[config.mk]
export PLATFORM = sky130hd
export DESIGN_NAME = truth_table_sweeper
export DESIGN_NICKNAME = d
export VERILOG_FILES = /design/src/rtl/truth_table_sweeper.sv
export SDC_FILE = /design/constraint.sdc
export NUM_CORES = 1
export LEC_CHECK = 0
export CAP_MARGIN = 20
export CORE_MARGIN = 3
export CORE_UTILIZATION = 49
export CTS_CLUSTER_SIZE = 16
export DETAILED_ROUTE_END_ITERATION = 7
export GPL_TIMING_DRIVEN = 0
export HOLD_SLACK_MARGIN = 0.12
export PLACE_DENSITY_LB_ADDON = 0.12
export SLEW_MARGIN = 10
export SYNTH_ARGS = -nofsm -noshare
export SYNTH_HDL_FRONTEND = slang
export SYNTH_SLANG_ARGS = --single-unit
[constraint.sdc]
create_clock -name clk -period 1.6 [get_ports clk]
set_input_delay 0.4 -clock clk [delete_from_list [all_inputs] [get_ports clk]]
set_output_delay 0.4 -clock clk [all_outputs]
set_load 0.01 [all_outputs]
[src/rtl/truth_table_sweeper.sv]
// truth_table_sweeper: drives x,y,w,z through all 16 minterms of a
// four-input boolean block and collects one 16-bit truth table plus a
// ones-count for each of NUM_FUNCS function outputs.
// Optional build macro GOLDEN_CHECK_EN adds a golden_tt input and a
// registered per-function mismatch output evaluated when the sweep ends.
module truth_table_sweeper #(
  parameter int NUM_FUNCS     = 5,
  parameter int SETTLE_CYCLES = 1   // legal range 1..15
) (
  input  logic                    clk,
  input  logic                    rst,
  input  logic                    start,
  output logic                    busy,
  output logic                    done,
  output logic                    x,
  output logic                    y,
  output logic                    w,
  output logic                    z,
  input  logic [NUM_FUNCS-1:0]    f_in,
  output logic [16*NUM_FUNCS-1:0] tt_out,
  output logic [5*NUM_FUNCS-1:0]  cnt_out,
  output logic                    tt_valid
`ifdef GOLDEN_CHECK_EN
  ,
  input  logic [16*NUM_FUNCS-1:0] golden_tt,
  output logic [NUM_FUNCS-1:0]    mismatch
`endif
);

  localparam logic [1:0] ST_IDLE   = 2'd0;
  localparam logic [1:0] ST_SETTLE = 2'd1;
  localparam logic [1:0] ST_SAMPLE = 2'd2;
  localparam logic [1:0] ST_DONE   = 2'd3;

  // Settle counter value on the last SETTLE cycle of a minterm.
  localparam logic [3:0] SETTLE_LAST = 4'(SETTLE_CYCLES - 1);

  logic [1:0] state_q, state_d;
  logic [3:0] idx_q, idx_d;
  logic [3:0] settle_q, settle_d;
  logic       tt_valid_q;

  // accept: a start taken in IDLE (clears tables); sample_en: SAMPLE cycle.
  logic accept;
  logic sample_en;
  logic last_sample;

  // Next-state logic for the sweep sequencer.
  always_comb begin
    state_d   = state_q;
    idx_d     = idx_q;
    settle_d  = settle_q;
    accept    = 1'b0;
    sample_en = 1'b0;
    case (state_q)
      ST_IDLE: begin
        idx_d    = 4'd0;
        settle_d = 4'd0;
        if (start) begin
          accept  = 1'b1;
          state_d = ST_SETTLE;
        end
      end
      ST_SETTLE: begin
        settle_d = settle_q + 4'd1;
        if (settle_q == SETTLE_LAST) begin
          state_d = ST_SAMPLE;
        end
      end
      ST_SAMPLE: begin
        sample_en = 1'b1;
        settle_d  = 4'd0;
        if (idx_q == 4'd15) begin
          idx_d   = 4'd0;
          state_d = ST_DONE;
        end else begin
          idx_d   = idx_q + 4'd1;
          state_d = ST_SETTLE;
        end
      end
      ST_DONE: begin
        idx_d   = 4'd0;
        state_d = ST_IDLE;
      end
      default: begin
        idx_d    = 4'd0;
        settle_d = 4'd0;
        state_d  = ST_IDLE;
      end
    endcase
  end

  assign last_sample = sample_en && (idx_q == 4'd15);

  // Sequencer state registers.
  always_ff @(posedge clk) begin
    if (rst) begin
      state_q  <= ST_IDLE;
      idx_q    <= 4'd0;
      settle_q <= 4'd0;
    end else begin
      state_q  <= state_d;
      idx_q    <= idx_d;
      settle_q <= settle_d;
    end
  end

  // tt_valid rises together with done and stays up until the next sweep.
  always_ff @(posedge clk) begin
    if (rst || accept) begin
      tt_valid_q <= 1'b0;
    end else if (last_sample) begin
      tt_valid_q <= 1'b1;
    end
  end

  // Per-function truth table, ones-count and optional golden comparison.
  genvar gi;
  generate
    for (gi = 0; gi < NUM_FUNCS; gi++) begin : g_func
      logic [15:0] tt_q;
      logic [4:0]  cnt_q;

      // Capture f_in into the minterm's bit; count can reach 16 at most.
      always_ff @(posedge clk) begin
        if (rst || accept) begin
          tt_q  <= 16'd0;
          cnt_q <= 5'd0;
        end else if (sample_en) begin
          tt_q[idx_q] <= f_in[gi];
          cnt_q       <= cnt_q + {4'd0, f_in[gi]};
        end
      end

      assign tt_out[16*gi +: 16] = tt_q;
      assign cnt_out[5*gi +: 5]  = cnt_q;

`ifdef GOLDEN_CHECK_EN
      logic mismatch_q;

      // Compare the finished table (idx 15 already captured) in DONE.
      always_ff @(posedge clk) begin
        if (rst || accept) begin
          mismatch_q <= 1'b0;
        end else if (state_q == ST_DONE) begin
          mismatch_q <= (tt_q != golden_tt[16*gi +: 16]);
        end
      end

      assign mismatch[gi] = mismatch_q;
`endif
    end
  endgenerate

  assign busy     = (state_q == ST_SETTLE) || (state_q == ST_SAMPLE);
  assign done     = (state_q == ST_DONE);
  assign tt_valid = tt_valid_q;
  assign x        = idx_q[3];
  assign y        = idx_q[2];
  assign w        = idx_q[1];
  assign z        = idx_q[0];

endmodule

Word level (Yosys, flattened, before mapping)
Cells that the tools add are included.
{ "totals": {"wordCells": 57, "register_bits": 116, "input_bits": 8, "output_inout_bits": 112} }
{ "op_classes": {"addsub": 7, "eq_ne": 6, "magnitude_cmp": 2, "n_mux": 17, "n_reduce_logical": 11} }
{ "ops": {"columns": ["op", "count"], "rows": [
  ["16-bit bitwise mux", 5],
  ["5-bit by 1-bit adder with 5-bit output", 5],
  ["4-bit case mux with 2 select lines", 2],
  ["4-bit by 1-bit adder with 4-bit output, second input constant", 2],
  ["2-bit case mux with 4 select lines", 1],
  ["2-bit two-way mux", 3],
  ["4-bit by 5-bit < comparator with 1-bit output, second input constant", 1],
  ["1-bit demux with 4-bit select", 1],
  ["2-bit == test, second input constant", 2],
  ["4-bit == test, second input constant", 1],
  ["4-bit by 1-bit greater-or-equal comparator with 1-bit output, second input constant", 1],
  ["4-bit logical NOT", 1],
  ["1-bit two-way mux", 4],
  ["4-bit two-way mux", 1],
  ["2-bit inequality test, second input constant", 2],
  ["2-bit nonzero test", 2],
  ["2-bit OR reduction", 2],
  ["2-bit by 1-bit == test with 1-bit output, second input constant", 1],
  ["1-bit logical AND", 2],
  ["2-bit logical NOT", 1],
  ["1-bit logical OR", 2],
  ["2-bit AND reduction", 1]
]} }

Longest topological paths before layout
Gate-level depths: netlist of run 1.
{ "logic_depth": {"ltp_word": 5, "depth_mapped": 7, "mapped_depth_nobuf": 5} }

Least setup slack after synthesis of run 1
OpenSTA, ideal clock, no wires.
{ "synth_path": {"path_type": "register to register", "from": "register state_q[0]", "to": "register idx_q[3]", "n_path_buf": 0, "setup_time_ns": 0.074, "required_ns": 1.526, "arrival_ns": 1.494, "setup_slack_ns": 0.032, "period_less_slack_ns": 1.568, "stages_incl_launch_ff": 6, "cell_sequence": "dfxtp_1 > inv_1 > ha_1 > nor2b_1 > or3b_1 > a31oi_1"} }
{ "synth_via": {"elab_chain_len": 3, "elab_cells_between_ends": 6, "classes_between": "2 x eq/ne; 1 x mux; 3 x reduce/logical"} }
{ "synth_lines": {"columns": ["element", "line", "text"], "rows": [
  ["from (decl)", "38", "logic [1:0] state_q, state_d;"],
  ["from (signal assigned)", "102", "state_q <= state_d;"],
  ["2-bit == test or 2-bit logical NOT (tied branches)", "55", "case (state_q)"],
  ["2-bit OR reduction (no line)", null, null],
  ["4-bit case mux with 2 select lines or 2-bit nonzero test (tied branches)", null, null],
  ["to (signal assigned)", "103", "idx_q <= idx_d;"],
  ["to (decl)", "39", "logic [3:0] idx_q, idx_d;"]
]} }
Several ways; a longest one is shown, not always the timed one.
A chain may end at the register's enable or synchronous reset.

Worst setup path in the final report of run 1
{ "layout_path": {"from": "register state_q[1]", "to": "output port busy"} }
{ "layout_via": {"elab_chain_len": 2, "elab_cells_between_ends": 3, "classes_between": "2 x eq/ne; 1 x reduce/logical"} }
{ "layout_lines": {"columns": ["element", "line", "text"], "rows": [
  ["2-bit by 1-bit == test with 1-bit output or 2-bit == test (tied branches)", "155", "assign busy = (state_q == ST_SETTLE) || (state_q == ST_SAMPLE);"],
  ["1-bit logical OR *", "155", null],
  ["to (decl)", "13", "output logic busy,"]
]} }
Every way passes the cells marked *; elsewhere a longest branch is shown, timed or not.

==> results of run 1 <==
synthesized netlist by cell type:
| master | n |
|---|---|
| a211oi_1 | 1 |
| a211oi_2 | 1 |
| a21o_1 | 1 |
| a21oi_1 | 3 |
| a22oi_1 | 1 |
| a31oi_1 | 1 |
| and4bb_2 | 4 |
| buf_2 | 9 |
| buf_4 | 7 |
| buf_6 | 8 |
| clkbuf_1 | 7 |
| dfxtp_1 | 116 |
| ha_1 | 21 |
| inv_1 | 8 |
| mux2i_1 | 91 |
| nand2_1 | 8 |
| nand2b_1 | 1 |
| nand3_1 | 3 |
| nand3b_1 | 1 |
| nand4_1 | 11 |
| nand4_2 | 3 |
| nand4_4 | 1 |
| nand4b_1 | 1 |
| nand4b_2 | 8 |
| nor2_1 | 111 |
| nor2b_1 | 3 |
| nor3b_1 | 1 |
| o2111a_1 | 1 |
| o211ai_1 | 1 |
| o21a_1 | 1 |
| o21ai_0 | 2 |
| o21bai_1 | 1 |
| or3b_1 | 1 |
| xnor2_1 | 1 |
| xor2_1 | 17 |
worst max path at each step:
stage	from	to	slack, ps	cells after the start
after global routing	state_q[1]	busy	-140	3
after CTS	state_q[1]	busy	-140	3
after global placement	f_in[2]	g_func[2].cnt_q[4]	-330	6
final	state_q[1]	busy	-110	3
after detailed placement	f_in[2]	g_func[2].cnt_q[4]	-360	6
after floorplan	state_q[0]	idx_q[3]	30	5
through the flow:
stage / hold WS (ps) / setup TNS, ps
2_1_floorplan: 469 / 0
3_3_place_gp: 454 / -15060
3_5_place_dp: 459 / -17040
4_1_cts: 134 / -179
5_1_grt: 185 / -363
6_report: 183 / -174
per-layer routing:
layer / vias to the layer above / part of all wire, %
met5: - / 0
met1: 1839 / 44
met3: 13 / 5.9
li1: 1850 / -
met2: 101 / 49
met4: 0 / 1.1
state kept, by name (all words and copies together), names as in the netlist:
register,flops
g_func.tt_q,80
g_func.cnt_q,25
idx_q,4
settle_q,4
state_q,2
tt_valid,1
power groups by stage:
stage               combinational [mW]  sequential, mW  clock (mW)
finish                            1.96            3.11        3.49
global route                      2.11            3.13        3.66
CTS                               1.68            3.09        3.54
detailed placement                1.38            3.14           0
global placement                  1.34            3.13           0
floorplan                        0.927            3.14           0
critical path, cell delays in order (launching register included):
cell	delay, ps
dfxtp_4	370
inv_4	40
ha_4	280
buf_6	100
layout make-up:
type | instances | area [µm²] | area share [%]
repair buffers | 134 | 1220 | 17.4
inverters | 8 | 37.5 | 0.538
clock buffers | 18 | 418 | 5.99
clock inverters | 14 | 130 | 1.86
well taps | 129 | 161 | 2.31
multi-input cells | 301 | 2440 | 35.0
flip-flops and latches | 116 | 2350 | 33.7
plain buffers | 29 | 226 | 3.25
kinds of logic (layout without fill, tap and decap cells):
kind of cell / count (synthesis) / after routing
AND/OR/NAND/NOR: 157 / 157
buffers and inverters: 39 / 203
multiplexers: 91 / 91
AO/OA/AOI/OAI: 14 / 14
adder cells (fa/ha/maj): 21 / 21
XOR/XNOR: 18 / 18
flip-flops: 116 / 116
timing repair:
item,CTS,global route
setup endpoints to repair,195,64
buffers inserted,7,9
pin swaps,2,4
hold buffers,0,0
cloned,0,1
resized for setup,162,33
==> impl_metrics.tcl, run 1 <==
set metrics [dict create \
    final_common_cell "nor2_1" \
    drtAntennaViolNets 0 \
    criticalPathCategory "reg -> out" \
    r2r_slack_ps 10 \
    p_per_area_nw_per_um2 1230 \
    io_pins 120 \
    rsz0062_at_grt "yes" \
    finClkSkew_ps 9.30 \
    die_area_um2 11100 \
    overflow 0 \
    cts_root_buf "clkbuf_8" \
    grt_util_all_layers_pct 23.5 \
    nFillCells 674 \
    drv_slew 0 \
    fin_nets 636 \
    path_clk_slew_ps 60 \
    hold_depth 2 \
    wire_per_inst_um 17.1 \
    routed_wl_um 12800 \
    r2r_end "g_func[0].tt_q[10]" \
    grt_max_degree 17 \
    muxShareOfSynthArea_pct 18.9 \
    start_util_pct 51.1 \
    cts_tree "yes" \
    diodes 0 \
    maxCapViolations 0 \
    busiest_layer "met2" \
    stdcell_count 749 \
    post-dp-hpwl_um 8700 \
    clock_path_buffers 2 \
    antenna_found_initial 0 \
    hold_violations 0 \
    violations "negative setup slack" \
    post-place-ws_ps -360 \
    rr_worst_depth 8 \
    synth_top_area_share_pct 48.2 \
    path_max_fanout 4 \
    vdd.ir_drop.worst_mv 0.791 \
    synth_compound_area_share_pct 2.08 \
    via_per_inst 5.08 \
    layout_min_cycle_time_ps 1710 \
    clk_latency_ps 510 \
    dp_cells 703 \
    grt_pass1_vias 3820 \
    p_int_mw 5.96 \
    num_vias 3803 \
    cts_htree_levels 4 \
    synth_simple_gate_area_share_pct 17.0 \
    hold_path_class "in -> reg" \
    period_share_pct 107 \
    swShare_pct 30.4 \
    die_y_um 105 \
    netlist_instances 456 \
    layout_common_cells "111 x nor2_1, 103 x dfxtp_1, 96 x dlygate4sd2_1" \
    port_buffers 118 \
    cts-buffers-inserted 17 \
    synth_area_um2 4810 \
    use_met1_pct 29.1 \
    drc 0 \
    syn2layout_area_growth_pct 44.9 \
    power_frac_comb_pct 22.9 \
    coreArea_um2 9420 \
    synth_top_family_by_area "multiplexers" \
    fp-row-count 35 \
    worst_setup_path_start_kind "flop" \
    hold_end "idx_q[0]" \
    cp.arrival_ps 1310 \
    ys_seq_area_share_pct 48.2 \
    r2r_start "state_q[0]" \
    p_seq_share_pct 36.3 \
    synth_top_area_cell "dfxtp_1" \
    avgSynthCellArea_um2 10.6 \
    final_util_pct 74.1 \
    relSlewSlack_pct 68.9 \
    final_cell_area_um2 6980 \
    grt_first_pass_wirelength_um 20500 \
    end_kind "output pin" \
    cp.required_ps 1200 \
    status "complete, but fails checks" \
    met2_usage_pct 38.9 \
    finalPower_mw 8.56 \
    yosysWarnings 0 \
    yosys.cell_types.count 35 \
    synthAdderAreaFrac_pct 5.46 \
    placed_area_um2 6160 \
    drtPass1Iterations 4 \
    grtUsageMet3_pct 7.54 \
    clock_sink_count 116 \
    die_w_um 105 \
    worst_pin_slew_ps 467 \
    drt_iter0_markers 117 \
    ys_ff_latch 116 \
    fmax_ghz 0.586 \
    setup_viol 2 \
    p_leak_nw 3.77 \
    setup_slack_ps -105 \
    synth_xor_area_share_pct 3.27 \
    hold_start "rst" \
    switchingPower_mw 2.61 \
    power_frac_clock_pct 40.8 \
    synth_nets 485 \
    place.gp.congestion 0.816 \
    ys_top_cells_by_area "dfxtp_1 48%, mux2i_1 19%, nor2_1 8.7%" \
    final_layout_size_suffix_gt1_share_pct 18.7 \
]
(Power assumes the default switching activity.)
==> inputs of run 2 (changes only) <==
--- a/config.mk
+++ b/config.mk
@@ -8,6 +8,7 @@
 export CAP_MARGIN = 20
 export CORE_MARGIN = 3
 export CORE_UTILIZATION = 49
+export CTS_BUF_LIST = sky130_fd_sc_hd__clkbuf_16
 export CTS_CLUSTER_SIZE = 16
 export DETAILED_ROUTE_END_ITERATION = 7
 export GPL_TIMING_DRIVEN = 0
==> impl_metrics.tcl, run 2 (synthesized netlist as in run 1, its figures left out) <==
set metrics [dict create \
    endpoint "busy" \
    setup_slack_ps -35.7 \
    coreArea_um2 9420 \
    period_share_pct 102 \
    critPathLaunch "state_q[0]" \
    die_w_um 105 \
    r2r_end "g_func[0].tt_q[10]" \
    start_util_pct 51.1 \
    clock_path_buffers 2 \
    drt_iter0_markers 101 \
    rsz0062_at_grt "yes" \
    grt_pass1_vias 3746 \
    finClkSkew_ps 9.67 \
    cpPeakStageDelay_ps 390 \
    top_register "g_func.tt_q" \
    diodes 0 \
    end_kind "output pin" \
    hold_violations 0 \
    overflow 0 \
    final_common_cell "dfxtp_1" \
    place.gp.congestion 0.816 \
    fin_nets 623 \
    num_vias 3756 \
    io_pins 120 \
    layout_min_cycle_time_ps 1640 \
    status "complete, but fails checks" \
    rr_worst_depth 6 \
    post-place-ws_ps -360 \
    placed_area_um2 6160 \
    final_cell_area_um2 6800 \
    wire_per_inst_um 16.9 \
    path_clk_slew_ps 60 \
    multi_input_area_um2 2400 \
    criticalPathCategory "reg -> out" \
    die_area_um2 11100 \
    cp.required_ps 1200 \
    syn2layout_area_growth_pct 41.3 \
    layout_common_cells "112 x dfxtp_1, 111 x nor2_1, 110 x dlygate4sd2_1" \
    r2r_slack_ps 10 \
    maxCapViolations 0 \
    cp.arrival_ps 1240 \
    grt_max_degree 17 \
    largestRegisters "g_func.tt_q: 80 flops, g_func.cnt_q: 25 flops" \
    fin_tns_setup_ps -35.7 \
    port_buffers 118 \
    drc 0 \
    path_cells "inv_4 -> ha_4 -> buf_6" \
    vdd.ir_drop.worst_mv 0.775 \
    violations "negative setup slack" \
    setup_viol 1 \
    nFillCells 715 \
    post-dp-hpwl_um 8700 \
    routed_wl_um 12400 \
    r2r_start "state_q[0]" \
    path_max_fanout 5 \
    relSlewSlack_pct 68.7 \
    cts_root_buf "clkbuf_16" \
    drtPass1Iterations 4 \
    p_leak_nw 3.77 \
    hold_slack_ps 262 \
    hold_path_class "in -> reg" \
    cpMaxStageDelayCell "dfxtp_4" \
    p_per_area_nw_per_um2 1220 \
    fmax_ghz 0.611 \
    grt_util_all_layers_pct 23.1 \
    cts_htree_levels 4 \
    fp-row-count 35 \
    clock_sink_count 116 \
    via_per_inst 5.10 \
    cts-buffers-inserted 17 \
    drv_slew 0 \
    antenna_found_initial 0 \
    cts_tree "yes" \
    grt_first_pass_wirelength_um 20100 \
    final_layout_size_suffix_gt1_share_pct 15.0 \
    die_y_um 105 \
    worst_pin_slew_ps 468 \
    largest_reg_flops 80 \
    seq_area_um2 2340 \
    drtAntennaViolNets 0 \
    worst_setup_path_start_kind "flop" \
    clk_latency_ps 410 \
    finalPower_mw 8.32 \
]
==> run 2: changes by cell type in the layout (fill, tap and decap cells not counted), moves of 2 or more <==
cell,previous run,this run
buf_4,17,8
buf_6,14,10
clkbuf_1,8,5
clkbuf_2,1,3
clkdlybuf4s15_1,13,0
clkdlybuf4s50_1,6,3
dfxtp_1,103,112
dfxtp_2,9,0
dlygate4sd2_1,96,110
dlymetal6s2s_1,0,3
ha_1,14,16
ha_4,6,4
==> run 2: repair_timing <==
action	4_1_cts	5_1_grt
setup buffers	0	2
hold buffers	0	0
setup endpoints to repair	194	46
pin swaps	1	1
resized for setup	146	20
==> run 2: final cells by class <==
cell class	instances	area share, %
inverters	8	0.515
flip-flops and latches	116	34.4
clock buffers	17	6.25
multi-input cells	301	35.3
well taps	129	2.37
plain buffers	30	3.42
repair buffers	120	15.8
clock inverters	15	1.97
==> run 2: routing by layer <==
| layer | global-route usage, % | up-vias | share of wire [%] |
|---|---|---|---|
| li1 | - | 1819 | - |
| met1 | 28.2 | 1810 | 44 |
| met2 | 38.0 | 106 | 48 |
| met3 | 8.03 | 21 | 6.5 |
| met4 | 7.50 | 0 | 1.9 |
| met5 | 0 | - | 0 |
==> run 2: report_power, final <==
part / switching (mW) / total, mW / internal [mW]
clock network: 1.42 / 3.56 / 2.14
registers: 0.127 / 3.13 / 3.00
logic: 0.956 / 1.63 / 0.673
==> run 2: worst min-delay path by stage <==
stage | to | depth (start not counted) | startpoint | slack (ps)
2_1_floorplan | tt_valid | 2 | tt_valid | 470
5_1_grt | state_q[1] | 2 | rst | 260
3_5_place_dp | tt_valid | 2 | tt_valid | 460
6_report | state_q[1] | 2 | rst | 260
3_3_place_gp | tt_valid | 2 | tt_valid | 450
4_1_cts | state_q[1] | 2 | rst | 250
==> run 2: critical path, delay by kind of cell (launching register included) <==
family,cells,cell delay [ps]
flip-flops,1,390
adder cells (fa/ha/maj),1,280
buffers and inverters,2,160
==> run 2: metrics by stage <==
stage | instances | utilization, %
floorplan | 456 | -
global placement | 703 | 65.4
detailed placement | 703 | 65.4
CTS | 735 | 71.4
global route | 736 | 72.3
finish | 736 | 72.3
==> inputs of run 3 (changes only) <==
--- a/config.mk
+++ b/config.mk
@@ -5,7 +5,6 @@
 export SDC_FILE = /design/constraint.sdc
 export NUM_CORES = 1
 export LEC_CHECK = 0
-export CAP_MARGIN = 20
 export CORE_MARGIN = 3
 export CORE_UTILIZATION = 49
 export CTS_BUF_LIST = sky130_fd_sc_hd__clkbuf_16
==> results of run 3 <==
The final DEF is identical to that of run 2; final timing and power are the same.
==> patch 1 (flow settings as in run 1) <==
The parameter `NUM_FUNCS` goes from 5 to 10.
--- a/src/rtl/truth_table_sweeper.sv
+++ b/src/rtl/truth_table_sweeper.sv
@@ -4,7 +4,7 @@
 // Optional build macro GOLDEN_CHECK_EN adds a golden_tt input and a
 // registered per-function mismatch output evaluated when the sweep ends.
 module truth_table_sweeper #(
-  parameter int NUM_FUNCS     = 5,
+  parameter int NUM_FUNCS     = 10,
   parameter int SETTLE_CYCLES = 1   // legal range 1..15
 ) (
   input  logic                    clk,
Ports: changed (resized cnt_out, f_in and tt_out); port bits go from 120 to 230. The function was not compared with the original's and may differ.
==> patch 1 against run 1 <==
Critical path type unchanged. Cell area up 78%. Wire length up 130%. Sequential share of layout area up 2.3 points. Fmax up 1.2%. Synthesized area up 83%. Critical path depth unchanged. Sequential cell count up 105. Highest routed layer unchanged. Combinational power up 49%. Register-to-register slack worse by 0.09 ns. Largest cell class is now sequential cells. Power up 61%. Count of clock-buffer cells in the layout up 14. Setup slack better by 0.019 ns. The run still ends with negative setup slack left.
==> patch 1: results (changes against run 1) <==
- The fraction of synthesized area in multiplexers is 2.38% (-17 points).
- The peak ir drop on the vdd network is 0.000831 V (+5.1%).
- The count of multi-input gates is 720 (+140%).
- The final setup slack of the worst path is -0.0860 ns (+0.0194 ns).
- The first-pass GRT wire length came to 42300 um (+110%).
- The total placed instance area is 11400 um2 (+85%).
- The routed via count divided by cell count is 5.49 (+8.0%).
- The cell count after synthesis is 1027 (+130%).
- The flow ran to the end, but the final reports show violations.
- The number of global-route vias before repair is 7533 (+97%).
- The proportion of cell area occupied by multi-input gates is 33.8% (-1.2 points).
- The area used by sequential logic in the layout is 4450 um2 (+90%).
- The final reports fail on negative setup slack.
- The cell count after placement came to 1480 (+110%).
- The clock skew is 0.00921 ns (-0.0000951 ns).
- The total CTS buffers came to 23 (+6).
- The sum of net half-perimeters after detailed placement came to 19500 um (+120%).
- The distinct cell type count after synthesis is 42 (+20%).
- The proportion of power drawn by combinational gates is 21.2% (-1.7 points).
- The ratio of cells with drive above 1 in the final layout was 12.8% (-5.9 points).
- The static leakage was 5.69 nW (+51%).
- The deepest clock path buffer count is 3 (+1).
- The number of failing setup endpoints in the final timing report is 27 (+25).
- The net switching power figure is 4.07 mW (+56%).
- The buffering overhead is 22.0% (+1.4 points).
- The number of cells on the worst reg-to-reg path is 7 (-1).
- The minimum setup slack after placement is -0.400 ns (-0.0399 ns).
- Yosys attributes the largest share of cell area to sky130_fd_sc_hd__dfxtp_1 (50%), sky130_fd_sc_hd__nand2_1 (14%), sky130_fd_sc_hd__a21oi_1 (9.2%), sky130_fd_sc_hd__ha_1 (4.4%), sky130_fd_sc_hd__xor2_1 (3.1%).
- The iteration count of the initial detailed-routing pass came to 5 (+1).
- The detailed-route wire length is 29200 um (+130%).
- The final layout net count came to 1337 (+110%).
[patch 1: cell count changes after synthesis, moves of 6 or more]
cell,run 1,this run
sky130_fd_sc_hd__a21oi_1,3,163
sky130_fd_sc_hd__xor2_1,17,31
sky130_fd_sc_hd__ha_1,21,31
sky130_fd_sc_hd__buf_2,9,46
sky130_fd_sc_hd__dfxtp_1,116,221
sky130_fd_sc_hd__mux2i_1,91,21
sky130_fd_sc_hd__nor2_1,111,57
sky130_fd_sc_hd__buf_4,7,17
sky130_fd_sc_hd__and4b_1,0,8
sky130_fd_sc_hd__nand2_1,8,334
sky130_fd_sc_hd__nand4_1,11,22
sky130_fd_sc_hd__clkbuf_1,7,13
[patch 1: metal layers]
| metal | wire (um) | global-route usage (%) | vias up |
|---|---|---|---|
| li1 | - | - | 3945 |
| met1 | 12200 | 36.7 | 3983 |
| met2 | 13600 | 44.5 | 411 |
| met3 | 2350 | 3.58 | 71 |
| met4 | 1010 | 8.31 | 0 |
| met5 | 0 | 0 | - |
==> patch 2 (config.mk and constraints of run 1) <==
Without the edit above. Put a register stage on the outputs `busy`, `done`, `x`, `y`, `w` and `z`, cleared by the reset. The values now appear one clock later. The other outputs are not delayed to match.
--- a/src/rtl/truth_table_sweeper.sv
+++ b/src/rtl/truth_table_sweeper.sv
@@ -152,13 +152,24 @@
     end
   endgenerate
 
-  assign busy     = (state_q == ST_SETTLE) || (state_q == ST_SAMPLE);
-  assign done     = (state_q == ST_DONE);
   assign tt_valid = tt_valid_q;
-  assign x        = idx_q[3];
-  assign y        = idx_q[2];
-  assign w        = idx_q[1];
-  assign z        = idx_q[0];
+  always_ff @(posedge clk) begin
+    if (rst) begin
+      busy <= '0;
+      done <= '0;
+      x    <= '0;
+      y    <= '0;
+      w    <= '0;
+      z    <= '0;
+    end else begin
+      busy <= (state_q == ST_SETTLE) || (state_q == ST_SAMPLE);
+      done <= (state_q == ST_DONE);
+      x    <= idx_q[3];
+      y    <= idx_q[2];
+      w    <= idx_q[1];
+      z    <= idx_q[0];
+    end
+  end
 
 endmodule
 
Check against the original RTL: not equivalent (Yosys sat finds a counterexample within 4 cycles, from zero or initial values and one cycle with rst high).
==> patch 2 against run 1 <==
Utilization decreased by 3.5 points. Setup slack better by 0.14 ns. Sequential power rose by 5%. Synthesized cell count up 4.4%. Clock skew is 0.00059 ns lower. Cell area increased by 0.34%. Sequential cell count up 6. Clock power is 5% higher. Power down 0.23%. Global-route usage decreased by 0.99 points. Fmax increased by 8.7%. Wire length is 1.6% higher. Synthesized area grew 5.6%. Worst hold slack better by 0.27 ns.
==> patch 2: results (changes against run 1) <==
- The minimum setup slack after placement is -0.401 ns (-0.0414 ns).
- The xor and xnor area share after synthesis is 3.10% (-0.17 points).
- The routed wire length per instance is 17.1 um (about the same).
- The flow ran to the end, and the final reports show no timing, DRC or antenna violations.
- The peak ir drop on the vdd network is 0.000623 V (-21%).
- The area used by sequential logic in the layout is 2460 um2 (+4.8%).
- The number of ordinary inverters in the final layout is 7 (-1).
- The end of the worst register-to-register path is g_func[1].tt_q[0].
- The average size of a mapped cell is 10.7 um2 (+1.2%).
- The number of buffers outside the clock class in the layout is 153 (-6.1%).
- The proportion of power drawn by combinational gates came to 19.2% (-3.7 points).
- The detailed router's first-iteration violation count is 171 (+46%).
- The sum of net half-perimeters after detailed placement came to 9010 um (+3.5%).
- The final non-filler cell area is 7000 um2 (+0.34%).
- The worst-case hold slack is 0.452 ns (+0.269 ns).
- For hold timing, the worst endpoint is g_func[1].tt_q[15].
- The layout clock buffer count came to 17 (-1).
- The slew at the pin closest to its max-slew limit is 0.570 ns (+0.104 ns).
- The path class of the lowest-slack min-delay path is reg -> reg.
- In the synthesized netlist, the cells that appear most often are sky130_fd_sc_hd__dfxtp_1 (122), sky130_fd_sc_hd__nor2_1 (109), sky130_fd_sc_hd__mux2i_1 (86), sky130_fd_sc_hd__ha_1 (21), sky130_fd_sc_hd__xor2_1 (17).
- The total routing resource utilization after global routing is 22.5% (-0.99 points).
- The largest fanout of any net on the critical path is 6 (+2).
- The distinct cell type count after synthesis is 38 (+8.6%).
- The count of multi-input gates is 314 (+4.3%).
- The fraction of met1 tracks used by global routing came to 27.0% (-2.1 points).
- The number of cells on the worst reg-to-reg path is 6 (-2).
- The clock-cell share of area is 8.06% (+0.21 points).
- In this run the critical register-to-register path is launched from idx_q[1].
- The register area share after synthesis is 48.0% (-0.19 points).
- The total placed instance area is 6440 um2 (+4.6%).
- The area of the multi-input gates is 2410 um2 (-1.0%).
- The share of the clock period used by the worst path after layout was 98.1% (-8.5 points).
- The internal cell power is 5.94 mW (-0.31%).
- The slowest stage of the critical path belongs to the cell sky130_fd_sc_hd__dfxtp_2.
- The number of post-CTS setup repair buffers is 0 (-7).
- The routed length on met1 came to 5570 um (about the same).
- The final standard cell count with taps included and fillers excluded is 761 (+1.6%).
- The complex-gate fraction of the synthesized area is 2.44% (+0.36 points).
- The cell count after placement was 728 (+3.6%).
- The final layout net count is 644 (+1.3%).
- The synthesized netlist net count is 505 (+4.1%).
[patch 2: cell types whose count changed after synthesis, sizes merged, moves of 2 or more]
cell / run 1 / this run
nand2b: 1 / 3
nor2b: 3 / 8
a21oi: 3 / 9
buf: 24 / 21
dfxtp: 116 / 122
nor2: 111 / 109
mux2i: 91 / 86
clkbuf: 7 / 12
nand2: 8 / 15
[patch 2: how the worst max path moves through the flow]
stage	startpoint	to	slack (ns)	depth (start not counted)
floorplan	state_q[0]	g_func[1].tt_q[8]	0.12	7
global placement	rst	g_func[3].tt_q[8]	-0.37	5
detailed placement	rst	g_func[3].tt_q[13]	-0.40	5
CTS	idx_q[1]	g_func[2].tt_q[1]	-0.004	6
global route	state_q[1]	g_func[4].tt_q[6]	-0.05	7
finish	idx_q[1]	g_func[1].tt_q[0]	0.03	6
[patch 2: repair_timing]
item	4_1_cts	5_1_grt
gates cloned	0	1
resized for setup	135	35
endpoints found under the hold margin	0	0
pin swaps	0	0
hold buffers	0	0
endpoints found under the setup margin	207	102
